### src/rtl/pe_ctrl.sv
// pe_ctrl: per-PE sequencer. Loads an iact stream into the PE FIFO, runs one
// compute pass over len*NUM_OF_CHANNEL weights, accumulates the PE products
// into one partial sum per iact and pulses done at the end of the pass.
// Optional build macro: PE_CTRL_ACC_SAT_EN (saturating accumulator; when
// undefined the accumulator wraps modulo 2^ACC_BITWIDTH).
module pe_ctrl #(
   parameter int DATA_BITWIDTH      = 8,
   parameter int NUM_OF_CHANNEL     = 1,
   parameter int ROM_ADDR_BITWIDTH  = 4,
   parameter int FIFO_ADDR_BITWIDTH = 4,
   parameter int PE_LAT             = 1,
   parameter int ACC_BITWIDTH       = 24
) (
   input  logic                          clk,
   input  logic                          rstN,
   input  logic                          start,
   input  logic [FIFO_ADDR_BITWIDTH:0]   len,
   input  logic                          iact_valid,
   input  logic [DATA_BITWIDTH-1:0]      iact_data,
   output logic                          iact_ready,
   output logic                          pe_we,
   output logic [DATA_BITWIDTH-1:0]      pe_din,
   output logic                          pe_en,
   output logic [ROM_ADDR_BITWIDTH-1:0]  rom_addr,
   input  logic [2*DATA_BITWIDTH-1:0]    wxi,
   output logic [ACC_BITWIDTH-1:0]       psum,
   output logic                          psum_valid,
   output logic                          busy,
   output logic                          done
);

   localparam int LEN_W = FIFO_ADDR_BITWIDTH + 1;
   localparam logic [LEN_W-1:0] DEPTH = LEN_W'(1 << FIFO_ADDR_BITWIDTH);
   localparam logic [ROM_ADDR_BITWIDTH-1:0] LAST_ADDR = ROM_ADDR_BITWIDTH'(NUM_OF_CHANNEL - 1);

   typedef enum logic [2:0] {S_IDLE, S_LOAD, S_COMPUTE, S_FLUSH, S_DONE} state_t;

   state_t                         state_reg;
   logic [LEN_W-1:0]               len_reg;
   logic [LEN_W-1:0]               load_cnt_reg;
   logic [LEN_W-1:0]               iact_cnt_reg;
   logic [2:0]                     flush_cnt_reg;
   logic                           iact_ready_reg;
   logic                           pe_we_reg;
   logic [DATA_BITWIDTH-1:0]       pe_din_reg;
   logic                           pe_en_reg;
   logic [ROM_ADDR_BITWIDTH-1:0]   rom_addr_reg;
   logic                           busy_reg;
   logic                           done_reg;
   logic [PE_LAT-1:0]              vld_dly_reg;
   logic [PE_LAT-1:0]              first_dly_reg;
   logic [PE_LAT-1:0]              last_dly_reg;
   logic [ACC_BITWIDTH-1:0]        acc_reg;
   logic [ACC_BITWIDTH-1:0]        psum_reg;
   logic                           psum_valid_reg;

   logic                           len_ok;
   logic [ACC_BITWIDTH-1:0]        wxi_ext;
   logic [ACC_BITWIDTH-1:0]        acc_add;
   logic [ACC_BITWIDTH-1:0]        acc_next;

   assign len_ok  = (len != '0) && (len <= DEPTH);
   assign wxi_ext = ACC_BITWIDTH'(wxi);

   // Accumulator datapath: first product loads, later products add
`ifdef PE_CTRL_ACC_SAT_EN
   logic [ACC_BITWIDTH:0] acc_sum;
   assign acc_sum = {1'b0, acc_reg} + {1'b0, wxi_ext};
   assign acc_add = acc_sum[ACC_BITWIDTH] ? {ACC_BITWIDTH{1'b1}} : acc_sum[ACC_BITWIDTH-1:0];
`else
   assign acc_add = acc_reg + wxi_ext;
`endif
   assign acc_next = first_dly_reg[PE_LAT-1] ? wxi_ext : acc_add;

   // Pass sequencer: load handshake, compute stepping, flush wait and done pulse
   always_ff @(posedge clk) begin
      if (!rstN) begin
         state_reg      <= S_IDLE;
         len_reg        <= '0;
         load_cnt_reg   <= '0;
         iact_cnt_reg   <= '0;
         flush_cnt_reg  <= '0;
         iact_ready_reg <= 1'b0;
         pe_we_reg      <= 1'b0;
         pe_din_reg     <= '0;
         pe_en_reg      <= 1'b0;
         rom_addr_reg   <= '0;
         busy_reg       <= 1'b0;
         done_reg       <= 1'b0;
      end else begin
         pe_we_reg <= 1'b0;
         done_reg  <= 1'b0;
         case (state_reg)
            S_IDLE: begin
               if (start && len_ok) begin
                  len_reg        <= len;
                  load_cnt_reg   <= '0;
                  iact_ready_reg <= 1'b1;
                  busy_reg       <= 1'b1;
                  state_reg      <= S_LOAD;
               end
            end
            S_LOAD: begin
               if (iact_valid && iact_ready_reg) begin
                  pe_we_reg    <= 1'b1;
                  pe_din_reg   <= iact_data;
                  load_cnt_reg <= load_cnt_reg + LEN_W'(1);
                  if (load_cnt_reg == len_reg - LEN_W'(1)) begin
                     iact_ready_reg <= 1'b0;
                     pe_en_reg      <= 1'b1;
                     rom_addr_reg   <= '0;
                     iact_cnt_reg   <= '0;
                     state_reg      <= S_COMPUTE;
                  end
               end
            end
            S_COMPUTE: begin
               if (rom_addr_reg == LAST_ADDR) begin
                  rom_addr_reg <= '0;
                  if (iact_cnt_reg == len_reg - LEN_W'(1)) begin
                     pe_en_reg     <= 1'b0;
                     flush_cnt_reg <= '0;
                     state_reg     <= S_FLUSH;
                  end else begin
                     iact_cnt_reg <= iact_cnt_reg + LEN_W'(1);
                  end
               end else begin
                  rom_addr_reg <= rom_addr_reg + ROM_ADDR_BITWIDTH'(1);
               end
            end
            S_FLUSH: begin
               // The last product is accumulated PE_LAT cycles after the final
               // pe_en; done follows the cycle after its psum_valid.
               if (flush_cnt_reg == 3'(PE_LAT)) begin
                  done_reg  <= 1'b1;
                  state_reg <= S_DONE;
               end else begin
                  flush_cnt_reg <= flush_cnt_reg + 3'd1;
               end
            end
            S_DONE: begin
               busy_reg  <= 1'b0;
               state_reg <= S_IDLE;
            end
            default: state_reg <= S_IDLE;
         endcase
      end
   end

   // First/last flag delay line aligning each pe_en cycle with its wxi
   always_ff @(posedge clk) begin
      if (!rstN) begin
         vld_dly_reg   <= '0;
         first_dly_reg <= '0;
         last_dly_reg  <= '0;
      end else begin
         vld_dly_reg[0]   <= pe_en_reg;
         first_dly_reg[0] <= pe_en_reg && (rom_addr_reg == '0);
         last_dly_reg[0]  <= pe_en_reg && (rom_addr_reg == LAST_ADDR);
         for (int i = PE_LAT - 1; i > 0; i--) begin
            vld_dly_reg[i]   <= vld_dly_reg[i-1];
            first_dly_reg[i] <= first_dly_reg[i-1];
            last_dly_reg[i]  <= last_dly_reg[i-1];
         end
      end
   end

   // Partial-sum accumulator and psum presentation on the last product
   always_ff @(posedge clk) begin
      if (!rstN) begin
         acc_reg        <= '0;
         psum_reg       <= '0;
         psum_valid_reg <= 1'b0;
      end else begin
         psum_valid_reg <= 1'b0;
         if (vld_dly_reg[PE_LAT-1]) begin
            acc_reg <= acc_next;
            if (last_dly_reg[PE_LAT-1]) begin
               psum_reg       <= acc_next;
               psum_valid_reg <= 1'b1;
            end
         end
      end
   end

   assign iact_ready = iact_ready_reg;
   assign pe_we      = pe_we_reg;
   assign pe_din     = pe_din_reg;
   assign pe_en      = pe_en_reg;
   assign rom_addr   = rom_addr_reg;
   assign psum       = psum_reg;
   assign psum_valid = psum_valid_reg;
   assign busy       = busy_reg;
   assign done       = done_reg;

endmodule

### config.mk
export PLATFORM = sky130hd
export DESIGN_NAME = pe_ctrl
export DESIGN_NICKNAME = d
export VERILOG_FILES = /design/src/rtl/pe_ctrl.sv
export SDC_FILE = /design/constraint.sdc
export NUM_CORES = 1
export LEC_CHECK = 0
export CORE_ASPECT_RATIO = 1.2
export CORE_UTILIZATION = 40
export DETAILED_ROUTE_END_ITERATION = 10
export GPL_TIMING_DRIVEN = 0
export PLACE_DENSITY = 0.8
export SLEW_MARGIN = 20
export SYNTH_ARGS = -nofsm -noshare
export SYNTH_HDL_FRONTEND = slang
export SYNTH_SLANG_ARGS = --single-unit
### constraint.sdc
create_clock -name clk -period 2.2 [get_ports clk]
set_input_delay 0.55 -clock clk [delete_from_list [all_inputs] [get_ports clk]]
set_output_delay 0.55 -clock clk [all_outputs]
set_load 0.005 [all_outputs]
== After elaboration in Yosys (flattened, before gate mapping) ==
Cells that the tools add are included.

* Bits in registers: 89
* Latch bits: 0
* Memory bits (writable): 0
* ROM bits: 0
* Output and inout port bits: 42
* Logic and storage cells: 101
* Memories: 0

* $add $sub $neg: 6
* $mul: 0
* Divide/modulo/power cells: 0
* $lt $le $gt $ge: 1
* Equality and inequality tests: 15
* Shifts and indexed selects: 0
* Muxes and demuxes: 37
* Bitwise operators: 0
* Reductions and logical operators: 25

{| class="wikitable"
|+ Operator list
! cell !! count
|-
| 2-to-1 mux 5 bit || 6
|-
| 2-to-1 mux 3 bit || 9
|-
| adder 24 x 16 -> 24 bit || 1
|-
| 2-to-1 mux 24 bit || 1
|-
| case mux 5 bit (2 select lines) || 2
|-
| != test 2 bit, second input constant || 8
|-
| AND reduction 2 bit || 7
|-
| 2-to-1 mux 4 bit || 3
|-
| case mux 3 bit (4 select lines) || 1
|-
| adder 5 x 1 -> 5 bit, second input constant || 2
|-
| == test 5 bit || 2
|-
| 2-to-1 mux 1 bit || 10
|-
| AND reduction 5 bit || 2
|-
| case mux 4 bit (2 select lines) || 1
|-
| AND reduction 4 bit || 2
|-
| nonzero test 2 bit || 4
|-
| == test 3 x 1 -> 1 bit, second input constant || 2
|-
| == test 3 x 2 -> 1 bit, second input constant || 2
|-
| case mux 1 bit (2 select lines) || 3
|-
| case mux 3 bit (2 select lines) || 1
|-
| AND reduction 3 bit || 2
|-
| AND reduction 6 bit || 1
|-
| less-or-equal comparator 5 bit, second input constant || 1
|-
| nonzero test 5 bit || 1
|-
| 7 further kinds || 10
|}

== Longest topological paths before layout ==
Gate-level depths: netlist of the first run.

* Word-level depth: 5
* Gate-level depth with buffers: 9

== Least setup slack after synthesis of the first run ==
No wires, ideal clock.

* Kind: flip-flop to flip-flop
* From: reg len_reg[0]
* To: reg iact_cnt_reg[2]
* Arrival: 1.924 ns
* Required time: 2.071 ns
* Path slack: 0.147 ns
* Stages on the path, launching flop included: 10
* Path through: dfxtp_1 -> inv_1 -> ha_1 -> nor3b_1 -> nand3_1 -> o31a_1 -> or4_1 -> buf_2 -> a21oi_2 -> a211oi_1

* Cells in the longest elaborated chain, start to end: 4

{| class="wikitable"
|+ Ends and longest elaborated chain
! element !! line !! RTL
|-
| start: declaration || 39 || <nowiki>logic [LEN_W-1:0] len_reg;</nowiki>
|-
| start signal: assignment || 96 || <nowiki>len_reg <= len;</nowiki>
|-
| subtractor 5 x 1 -> 5 bit (*) || 108, 120 ||
|-
| == test 5 bit (on tied branches) || 120, 108 ||
|-
| != test 2 bit (no source line) || -- ||
|-
| AND reduction 5 bit (no source line) (*) || -- ||
|-
| end signal: assignment || 125 || <nowiki>iact_cnt_reg <= iact_cnt_reg + LEN_W'(1);</nowiki>
|-
| end: declaration || 41 || <nowiki>logic [LEN_W-1:0] iact_cnt_reg;</nowiki>
|}

Mark *: on every way between the ends. The rest lies on a longest branch, timed or not.
A chain may end at the register's enable or synchronous reset.

== Worst setup path after layout of the first run ==
* From: in iact_valid
* To: reg iact_cnt_reg[2]

* Cells in the longest elaborated chain, start to end: 3

{| class="wikitable"
|+ Ends and longest elaborated chain
! element !! line !! RTL
|-
| start: declaration || 18 || <nowiki>input logic iact_valid,</nowiki>
|-
| logical AND 1 bit || 104 || <nowiki>if (iact_valid && iact_ready_reg) begin</nowiki>
|-
| != test 2 bit (no source line) || -- ||
|-
| AND reduction 5 bit (no source line) || -- ||
|}

No other way between the ends.

==> run_results.csv, run 1 <==
group,metric,value,unit
outcome,status,"complete, no violations",
route,route.detailed.drc,0,
timing,finalCritPeriodShare,99.2,%
clock_tree,clock_latency,0.33,ns
clock_tree,cts_num_sinks,65,
synth,ys_types,39,
placement,dp_hpwl,4.46,mm
timing,worstMarginPinSlew,0.848,ns
route,vias,2476,
pwr,p_leak,0.00142,uW
synth,synthesis.nets,358,
grt,grt_max_degree,11,
critical_path,cp_top_family,"simple AND/OR/NAND/NOR gates",
grt,grt.overflow.total,0,
clock_tree,cts_tree,"yes",
finish,fill_cells,617,
pwr,power_density,590,nW/um^2
placement,gp_congestion,0.786,
pwr,power,2220,uW
timing,worst_hold_slack,0.454,ns
critical_path,critPathCaptureType,"flop",
finish,largest_register_ffs,24,
synth,syn_inst,318,
timing,hold_violations,0,
critical_path,worst-path-stages,7,
die,start_util,41.7,%
timing,fmax,0.458,GHz
clock_tree,clock_path_buffers,2,
die,die_x,77.0,um
min_path,hold_class,"flop to flop",
critical_path,slowest_stage,"or4_4",
finish,antenna_cells,0,
grt,grt_pass1_vias,2383,
placement,place_ws,-0.343,ns
grt,grt_usage,18.9,%
clock_tree,h-tree-depth,3,
synth,synth_seq_cells,65,
critical_path,crit_buf_inv,2,
synth,synth_warnings,0,
critical_path,crit_chain,"clkdlybuf4s50_1 > nand3_2 > or3_4 > or4_4 > buf_6 > a21oi_2 > a211oi_1",
timing,max_slew_margin,43.1,%
clock_tree,clk_pin_slew,0.06,ns
route,post_drt_wl_per_cell,12.8,um
critical_path,worstPathMaxFanout,8,
placement,placed_cell_area,3540,sq um
critical_path,path_class,"input port to flop",
timing,setup_viol,0,
placement,io_buffers,73,
route,vias_per_cell,5.02,
finish,drive_gt1_share,7.35,%
route,dr.pass1.iters,5,
die,num_rows,32,
synth,synth-seq-area-share,48.1,%
route,wl,6.29,mm
critical_path,crit_arrival,2.38,ns
critical_path,worstSetupStartpointType,"input port",
timing,slew_viol_final,0,
timing,clock_skew,0.00524,ns
finish,final_area,3750,sq um
clock_tree,cts_made_buffers,9,
clock_tree,root_buffer,"clkbuf_8",
route,drt-initial-drc-count,78,
finish,final_nets,443,
synth,netlist_area,2700,sq um
pwr,vdd_drop_max,0.357,mV
critical_path,critPathMaxStageDelay,0.54,ns
timing,fin_crit,2.18,ns
synth,syn_avg_cell_area,8.50,sq um
die,io_pins,75,
grt,grt_pass1_wl,10.6,mm
die,core_area,6490,sq um
route,antenna_left,0,
die,fp.dieH,92.0,um
synth,async_flop_share,0,%
synth,synth_edf_count,0,
critical_path,worstPathRequired,2.40,ns
min_path,hold_depth,2,
timing,setup_slack,0.0183,ns
synth,synthFlopType,"dfxtp_1",
flow_run,drv_cap,0,
finish,syn2layout_area_growth,38.9,%
die,dieArea,7090,sq um
grt,antenna_found_initial,0,
critical_path,ff2ff_path_depth,8,
[synth_stat cells, types with 2 or more instances]
master | count | share of area, %
nor4_1 | 2 | 0.46
nand4_1 | 6 | 1.4
nand4b_1 | 3 | 0.97
buf_1 | 4 | 0.56
mux2i_1 | 6 | 2.2
inv_1 | 7 | 0.97
nand2b_1 | 2 | 0.46
buf_2 | 2 | 0.37
o21ai_0 | 4 | 0.74
or4_1 | 3 | 0.83
ha_1 | 7 | 3.2
xor2_1 | 11 | 3.6
nor3_1 | 6 | 1.1
a21oi_1 | 37 | 6.9
o211a_1 | 2 | 0.74
nand3_1 | 9 | 1.7
and3_1 | 11 | 2.5
nand2_1 | 62 | 8.6
xnor2_1 | 8 | 2.6
and2_1 | 6 | 1.4
a211oi_1 | 2 | 0.56
nor2_1 | 24 | 3.3
a31oi_1 | 2 | 0.46
dfxtp_1 | 65 | 48
clkbuf_1 | 13 | 1.8
[layer usage]
| metal | vias to the layer above | GRT usage [%] | part of all wire (%) |
|---|---|---|---|
| li1 | 1247 | - | - |
| met1 | 1125 | 21.2 | 43 |
| met2 | 94 | 31.5 | 47 |
| met3 | 10 | 6.77 | 8.4 |
| met4 | 0 | 9.75 | 1.1 |
| met5 | - | 0 | 0 |
[final timing paths]
check                          startpoint                      endpoint  slack [ns]
setup / recovery               iact_valid  iact_cnt_reg[2]$_SDFFE_PN0P_        0.02
hold / removal     pe_din[5]$_SDFFE_PN0P_        pe_din[5]$_SDFFE_PN0P_        0.45
hold reg to reg    pe_din[5]$_SDFFE_PN0P_        pe_din[5]$_SDFFE_PN0P_        0.45
setup reg to reg  len_reg[0]$_SDFFE_PN0P_  iact_cnt_reg[2]$_SDFFE_PN0P_        0.08
[per-stage QoR]
step,TNS (ns),cells,util [%]
after floorplan,0,318,-
after global placement,-4.50,476,54.6
after detailed placement,-5.30,476,54.6
after CTS,0,492,57.1
after global routing,-0.00726,493,57.9
final,0,493,57.9
[cells in the final DEF (no fill, tap or decap), types with 2 or more instances in the layout]
cell type / instances
ha_1: 6
mux2i_1: 6
nand3_2: 3
clkinv_2: 4
o21ai_0: 4
or4_1: 2
clkdlybuf4s50_1: 73
buf_1: 4
nor4_1: 2
and2_1: 6
a211oi_1: 2
dfxtp_1: 62
clkbuf_8: 9
clkbuf_1: 16
o211a_1: 2
inv_1: 7
nand3_1: 7
nand4b_1: 3
xor2_1: 11
nor2_1: 24
xnor2_1: 8
nand2_1: 62
a31oi_1: 2
dfxtp_2: 3
a21oi_1: 37
nand4_1: 6
nor3_1: 5
and3_1: 11
nand2b_1: 2
[worst min-delay path, cell delays in order, from the launching register on]
cell and delay [ns]:
dfxtp_1 0.31, nand2_1 0.05, a21oi_1 0.05
[where the power goes]
| part | leakage (uW) | internal (uW) | switching [uW] | total, uW |
|---|---|---|---|---|
| clock network | 0.0000839 | 402 | 411 | 812 |
| logic | 0.000814 | 112 | 87.8 | 200 |
| registers | 0.000526 | 1190 | 13.3 | 1200 |
| total | 0.00142 | 1700 | 512 | 2220 |
[final cells by class]
| class | count | area (sq um) | area share [%] |
|---|---|---|---|
| flip-flops and latches | 65 | 1310 | 34.8 |
| multi-input cells | 226 | 1340 | 35.7 |
| well taps | 85 | 106 | 2.83 |
| clock inverters | 4 | 20.0 | 0.533 |
| plain buffers | 19 | 80.1 | 2.13 |
| repair buffers | 74 | 738 | 19.7 |
| clock buffers | 12 | 135 | 3.60 |
| inverters | 8 | 30.0 | 0.800 |
[kinds of logic (layout without fill, tap and decap cells)]
| logic type | after synthesis | in the layout | synth area share, % |
|---|---|---|---|
| fa+ha+maj | 7 | 7 | 3.24 |
| simple gates | 140 | 140 | 24.4 |
| xor+xnor | 20 | 20 | 6.99 |
| buf+inv | 27 | 117 | 3.84 |
| compound gates | 53 | 53 | 11.2 |
| mux | 6 | 6 | 2.22 |
| flops | 65 | 65 | 48.1 |
[what timing repair did]
action                     4_1_cts  5_1_grt
setup buffers                    0        1
gates resized for setup          2       13
hold buffers                     0        0
pin swaps                        0        1
setup endpoints to repair       10       19
Power figures use the tool's default switching activity.
==> run 2, diff against run 1 <==
--- a/config.mk
+++ b/config.mk
@@ -5,11 +5,13 @@
 export SDC_FILE = /design/constraint.sdc
 export NUM_CORES = 1
 export LEC_CHECK = 0
+export CELL_PAD_IN_SITES_DETAIL_PLACEMENT = 1
+export CELL_PAD_IN_SITES_GLOBAL_PLACEMENT = 1
 export CORE_ASPECT_RATIO = 1.2
-export CORE_UTILIZATION = 40
+export CORE_UTILIZATION = 34
 export DETAILED_ROUTE_END_ITERATION = 10
 export GPL_TIMING_DRIVEN = 0
-export PLACE_DENSITY = 0.8
+export PLACE_DENSITY = 0.89
 export SLEW_MARGIN = 20
 export SYNTH_ARGS = -nofsm -noshare
 export SYNTH_HDL_FRONTEND = slang
==> run 2 against run 1 <==
Effect of this change: design area is 0.57% higher; sequential power hardly changed; maximum frequency is 0.58% lower; register-to-register slack worse by 0.05 ns; sequential share of layout area is 0.16 points lower; sequential cell count stayed put; critical path type unchanged; critical endpoint unchanged; largest power group unchanged; highest routed layer unchanged.
==> run_results.csv, run 2 (synthesis gave the netlist of run 1 again) <==
group,metric,value,unit
die,start_util,35.1,%
finish,final_nets,444,
timing,hold_violations,0,
clock_tree,cts_made_buffers,9,
timing,clock_skew,0.00659,ns
placement,place_ws,-0.391,ns
die,num_rows,35,
finish,instances_no_fill,501,
finish,final_area,3770,sq um
placement,io_buffers,73,
grt,grt_pass1_vias,2679,
grt,grt_usage,17.8,%
route,drt-initial-drc-count,32,
route,antenna_left,0,
route,dr.pass1.iters,4,
route,route.detailed.drc,0,
grt,grt_pass1_wl,12.1,mm
critical_path,slowest_stage,"or4_4",
critical_path,worstSetupStartpointType,"input port",
timing,fin_crit,2.19,ns
grt,use_met3,3.98,%
finish,drive_gt1_share,7.82,%
clock_tree,cts_num_sinks,65,
grt,use_met1,20.1,%
timing,worstMarginPinSlew,0.910,ns
critical_path,critPathMaxStageDelay,0.54,ns
finish,fill_cells,936,
clock_tree,holdBufCountCts,0,
timing,setup_slack,0.00564,ns
min_path,hold_class,"flop to flop",
critical_path,crit_chain,"clkdlybuf4s50_1 > nand3_2 > or3_4 > or4_4 > buf_6 > a21oi_2 > a211oi_1",
finish,mostFrequentLayoutCells,"73 x clkdlybuf4s50_1, 63 x dfxtp_1, 62 x nand2_1",
clock_tree,root_buffer,"clkbuf_8",
placement,dp_hpwl,5.24,mm
critical_path,critPathCaptureType,"flop",
outcome,status,"complete, no violations",
timing,fmax,0.456,GHz
flow_run,drv_cap,0,
finish,layout_commonest_cell,"clkdlybuf4s50_1",
critical_path,worstPathRequired,2.40,ns
timing,setup_viol,0,
timing,rsz0062_at_grt,"yes",
die,die_x,83.4,um
die,fp.dieH,99.7,um
critical_path,crit_arrival,2.40,ns
critical_path,path_class,"input port to flop",
grt,antenna_found_initial,0,
finish,antenna_cells,0,
pwr,power_density,599,nW/um^2
timing,finalCritPeriodShare,99.7,%
grt,busiest_layer,"met2",
clock_tree,clock_path_buffers,2,
grt,grt_max_degree,12,
timing,max_slew_margin,38.9,%
timing,slew_viol_final,0,
clock_tree,cts_tree,"yes",
route,post_drt_wl_per_cell,14.1,um
pwr,p_leak,0.00143,uW
finish,largest_register_ffs,24,
grt,grt_use_met2,32.5,%
grt,grt.overflow.total,0,
die,io_pins,75,
clock_tree,clk_pin_slew,0.06,ns
die,core_area,7710,sq um
route,vias,2537,
finish,syn2layout_area_growth,39.7,%
placement,gp_congestion,0.785,
route,vias_per_cell,5.06,
critical_path,worstPathMaxFanout,8,
die,dieArea,8310,sq um
placement,placed_cell_area,3550,sq um
placement,dpl.cell_count,483,
clock_tree,h-tree-depth,3,
route,wl,7.08,mm
pwr,vdd_drop_max,0.327,mV
clock_tree,clock_latency,0.34,ns
## run 2: worst paths after layout
kind / start / endpoint / slack (ns) / cells past startpoint
max: iact_valid / iact_cnt_reg[2]$_SDFFE_PN0P_ / 0.006 / 7
min reg2reg: pe_din[6]$_SDFFE_PN0P_ / pe_din[6]$_SDFFE_PN0P_ / 0.46 / 2
max reg2reg: len_reg[3]$_SDFFE_PN0P_ / iact_cnt_reg[2]$_SDFFE_PN0P_ / 0.03 / 7
min: pe_din[6]$_SDFFE_PN0P_ / pe_din[6]$_SDFFE_PN0P_ / 0.46 / 2
## run 2: per-layer routing
layer,vias to the layer above,share of wire (%),wire length (um)
li1,1248,-,-
met1,1206,44,3130
met2,72,49,3500
met3,11,5.2,367
met4,0,1.1,80
met5,-,0,0
## run 2: cell type report
class / count / area, sq um / share of cell area [%]
clock inverters: 6 / 35.0 / 0.928
multi-input cells: 226 / 1330 / 35.3
flip-flops and latches: 65 / 1310 / 34.6
plain buffers: 19 / 81.3 / 2.15
well taps: 92 / 115 / 3.05
clock buffers: 10 / 128 / 3.38
inverters: 8 / 30.0 / 0.795
repair buffers: 75 / 746 / 19.8
## run 2: repair_timing
action                     4_1_cts  5_1_grt
gates resized for setup          7        8
setup buffers                    0        2
pin swaps                        0        1
setup endpoints to repair       14       18
## run 2: through the flow
stage / power (uW) / hold slack, ns / utilization [%] / TNS [ns]
4_1_cts: 2300 / 0.459 / 48.5 / 0
6_report: 2260 / 0.456 / 49.0 / 0
5_1_grt: 2360 / 0.480 / 49.0 / -0.162
3_5_place_dp: 1420 / 0.448 / 46.0 / -5.85
3_3_place_gp: 1410 / 0.441 / 46.0 / -4.92
2_1_floorplan: 1320 / 0.453 / - / 0
## run 2: critical path: cells and delay by family
kind                   cells  cell delay, ns
buffers and inverters      2            0.63
and+or+nand+nor            3            1.00
AOI/OAI and AO/OA          2            0.21
## run 2: report_power, final
group	total (uW)	switching (uW)	internal (uW)	leakage, uW
Sequential	1200	13.7	1190	0.000526
Clock	859	459	400	0.0000818
Combinational	200	88.5	112	0.000820
Total	2260	561	1700	0.00143
==> run 3, diff against run 2 <==
--- a/config.mk
+++ b/config.mk
@@ -5,9 +5,11 @@
 export SDC_FILE = /design/constraint.sdc
 export NUM_CORES = 1
 export LEC_CHECK = 0
+export CAP_MARGIN = 20
 export CELL_PAD_IN_SITES_DETAIL_PLACEMENT = 1
 export CELL_PAD_IN_SITES_GLOBAL_PLACEMENT = 1
 export CORE_ASPECT_RATIO = 1.2
+export CORE_MARGIN = 5
 export CORE_UTILIZATION = 34
 export DETAILED_ROUTE_END_ITERATION = 10
 export GPL_TIMING_DRIVEN = 0
==> run 3 against run 2 <==
Effect of this change: the flow now finishes with violations (setup timing); non-clock buffer count increased by 1; power increased by 14%; sequential share of layout area decreased by 0.56 points; hold slack improved by 0.0015 ns; critical path type unchanged.
==> run_results.csv, run 3 (synthesis gave the netlist of run 1 again) <==
group,metric,value,unit
pwr,vdd_drop_max,0.401,mV
critical_path,worstPathRequired,2.41,ns
finish,final_nets,445,
grt,grt_pass1_vias,2652,
route,antenna_left,0,
route,vias,2572,
timing,fmax,0.454,GHz
route,vias_per_cell,5.12,
die,die_x,91.4,um
placement,dp_hpwl,5.71,mm
clock_tree,root_buffer,"clkbuf_8",
outcome,violations,"setup timing",
finish,mostFrequentLayoutCells,"73 x clkdlybuf4s50_1, 62 x nand2_1, 62 x dfxtp_1",
pwr,p_leak,0.00146,uW
route,wl,7.77,mm
timing,setup_slack,-0.000331,ns
grt,grt_max_degree,12,
critical_path,critPathCaptureType,"flop",
grt,grt_pass1_wl,12.5,mm
clock_tree,cts_made_buffers,9,
timing,fin_crit,2.20,ns
die,core_area,7710,sq um
timing,clock_skew,0.0101,ns
clock_tree,holdBufCountCts,0,
clock_tree,clock_path_buffers,2,
clock_tree,cts_num_sinks,65,
critical_path,worstSetupStartpointType,"input port",
critical_path,path_class,"input port to flop",
die,io_pins,75,
grt,grt.overflow.total,0,
critical_path,worstPathMaxFanout,8,
critical_path,reg2reg_slack,0.06,ns
finish,largest_register_ffs,24,
route,dr.pass1.iters,4,
timing,hold_violations,0,
clock_tree,clock_latency,0.34,ns
timing,worstMarginPinSlew,0.942,ns
die,dieArea,9840,sq um
finish,syn2layout_area_growth,42.1,%
timing,rsz0062_at_grt,"yes",
timing,slew_viol_final,0,
clock_tree,clk_pin_slew,0.08,ns
grt,antenna_found_initial,0,
critical_path,crit_arrival,2.41,ns
clock_tree,h-tree-depth,3,
placement,gp_congestion,0.801,
clock_tree,cts_tree,"yes",
route,drt-initial-drc-count,77,
die,num_rows,35,
finish,layout_commonest_cell,"clkdlybuf4s50_1",
finish,antenna_cells,0,
die,fp.dieH,108,um
finish,drive_gt1_share,7.56,%
flow_run,drv_cap,0,
placement,place_ws,-0.345,ns
grt,grt_usage,15.9,%
route,post_drt_wl_per_cell,15.5,um
route,route.detailed.drc,0,
timing,finalCritPeriodShare,100,%
die,start_util,35.1,%
placement,io_buffers,73,
timing,setup_tns,-0.000331,ns
timing,max_slew_margin,36.7,%
pwr,power_density,670,nW/um^2
timing,setup_viol,1,
min_path,hold_class,"flop to flop",
outcome,status,"finished with violations",
-- run 3: per-layer routing --
layer / vias up / GRT usage [%] / wire length [um]
li1: 1250 / - / -
met1: 1231 / 17.0 / 3250
met2: 79 / 29.1 / 3980
met3: 12 / 5.03 / 434
met4: 0 / 5.56 / 112
met5: - / 0 / 0
-- run 3: worst max-delay path, stage by stage --
cell             delay [ns]
clkdlybuf4s50_1        0.46
nand3_1                0.11
or3_1                  0.37
or4_1                  0.52
clkbuf_4               0.20
a21oi_2                0.12
a211oi_1               0.08
-- run 3: cell type report --
class,instances,area [sq um]
flip-flops and latches,65,1310
inverters,8,30.0
clock buffers,11,151
multi-input cells,226,1330
clock inverters,5,77.6
plain buffers,19,76.3
well taps,92,115
repair buffers,76,753
fillers,918,3870
-- run 3: report_power, final --
part	leakage, uW	internal, uW	switching [uW]
combinational	0.000816	114	92.4
clock	0.000115	696	468
sequential	0.000526	1190	13.7
total	0.00146	2000	574
-- run 3: final timing paths --
kind | from | endpoint | cells past startpoint
max | iact_valid | iact_cnt_reg[2]$_SDFFE_PN0P_ | 7
min | psum[14]$_SDFFE_PN0P_ | psum[14]$_SDFFE_PN0P_ | 2
max reg2reg | len_reg[2]$_SDFFE_PN0P_ | iact_cnt_reg[2]$_SDFFE_PN0P_ | 7
min reg2reg | psum[14]$_SDFFE_PN0P_ | psum[14]$_SDFFE_PN0P_ | 2
-- run 3: timing repair --
item / CTS / global route
setup endpoints to repair: 16 / 21
buffers inserted: 0 / 3
gates resized for setup: 7 / 4
pin swaps: 0 / 2
endpoints found under the hold margin: 0 / 0
-- run 3: metrics by stage --
stage	power, uW	std cells	util, %	hold WS [ns]	cell area (sq um)
floorplan	1320	318	-	0.453	2700
global placement	1410	483	46.0	0.441	3550
detailed placement	1420	483	46.0	0.446	3550
CTS	2600	499	49.3	0.463	3800
global route	2670	502	49.8	0.484	3840
finish	2570	502	49.8	0.457	3840
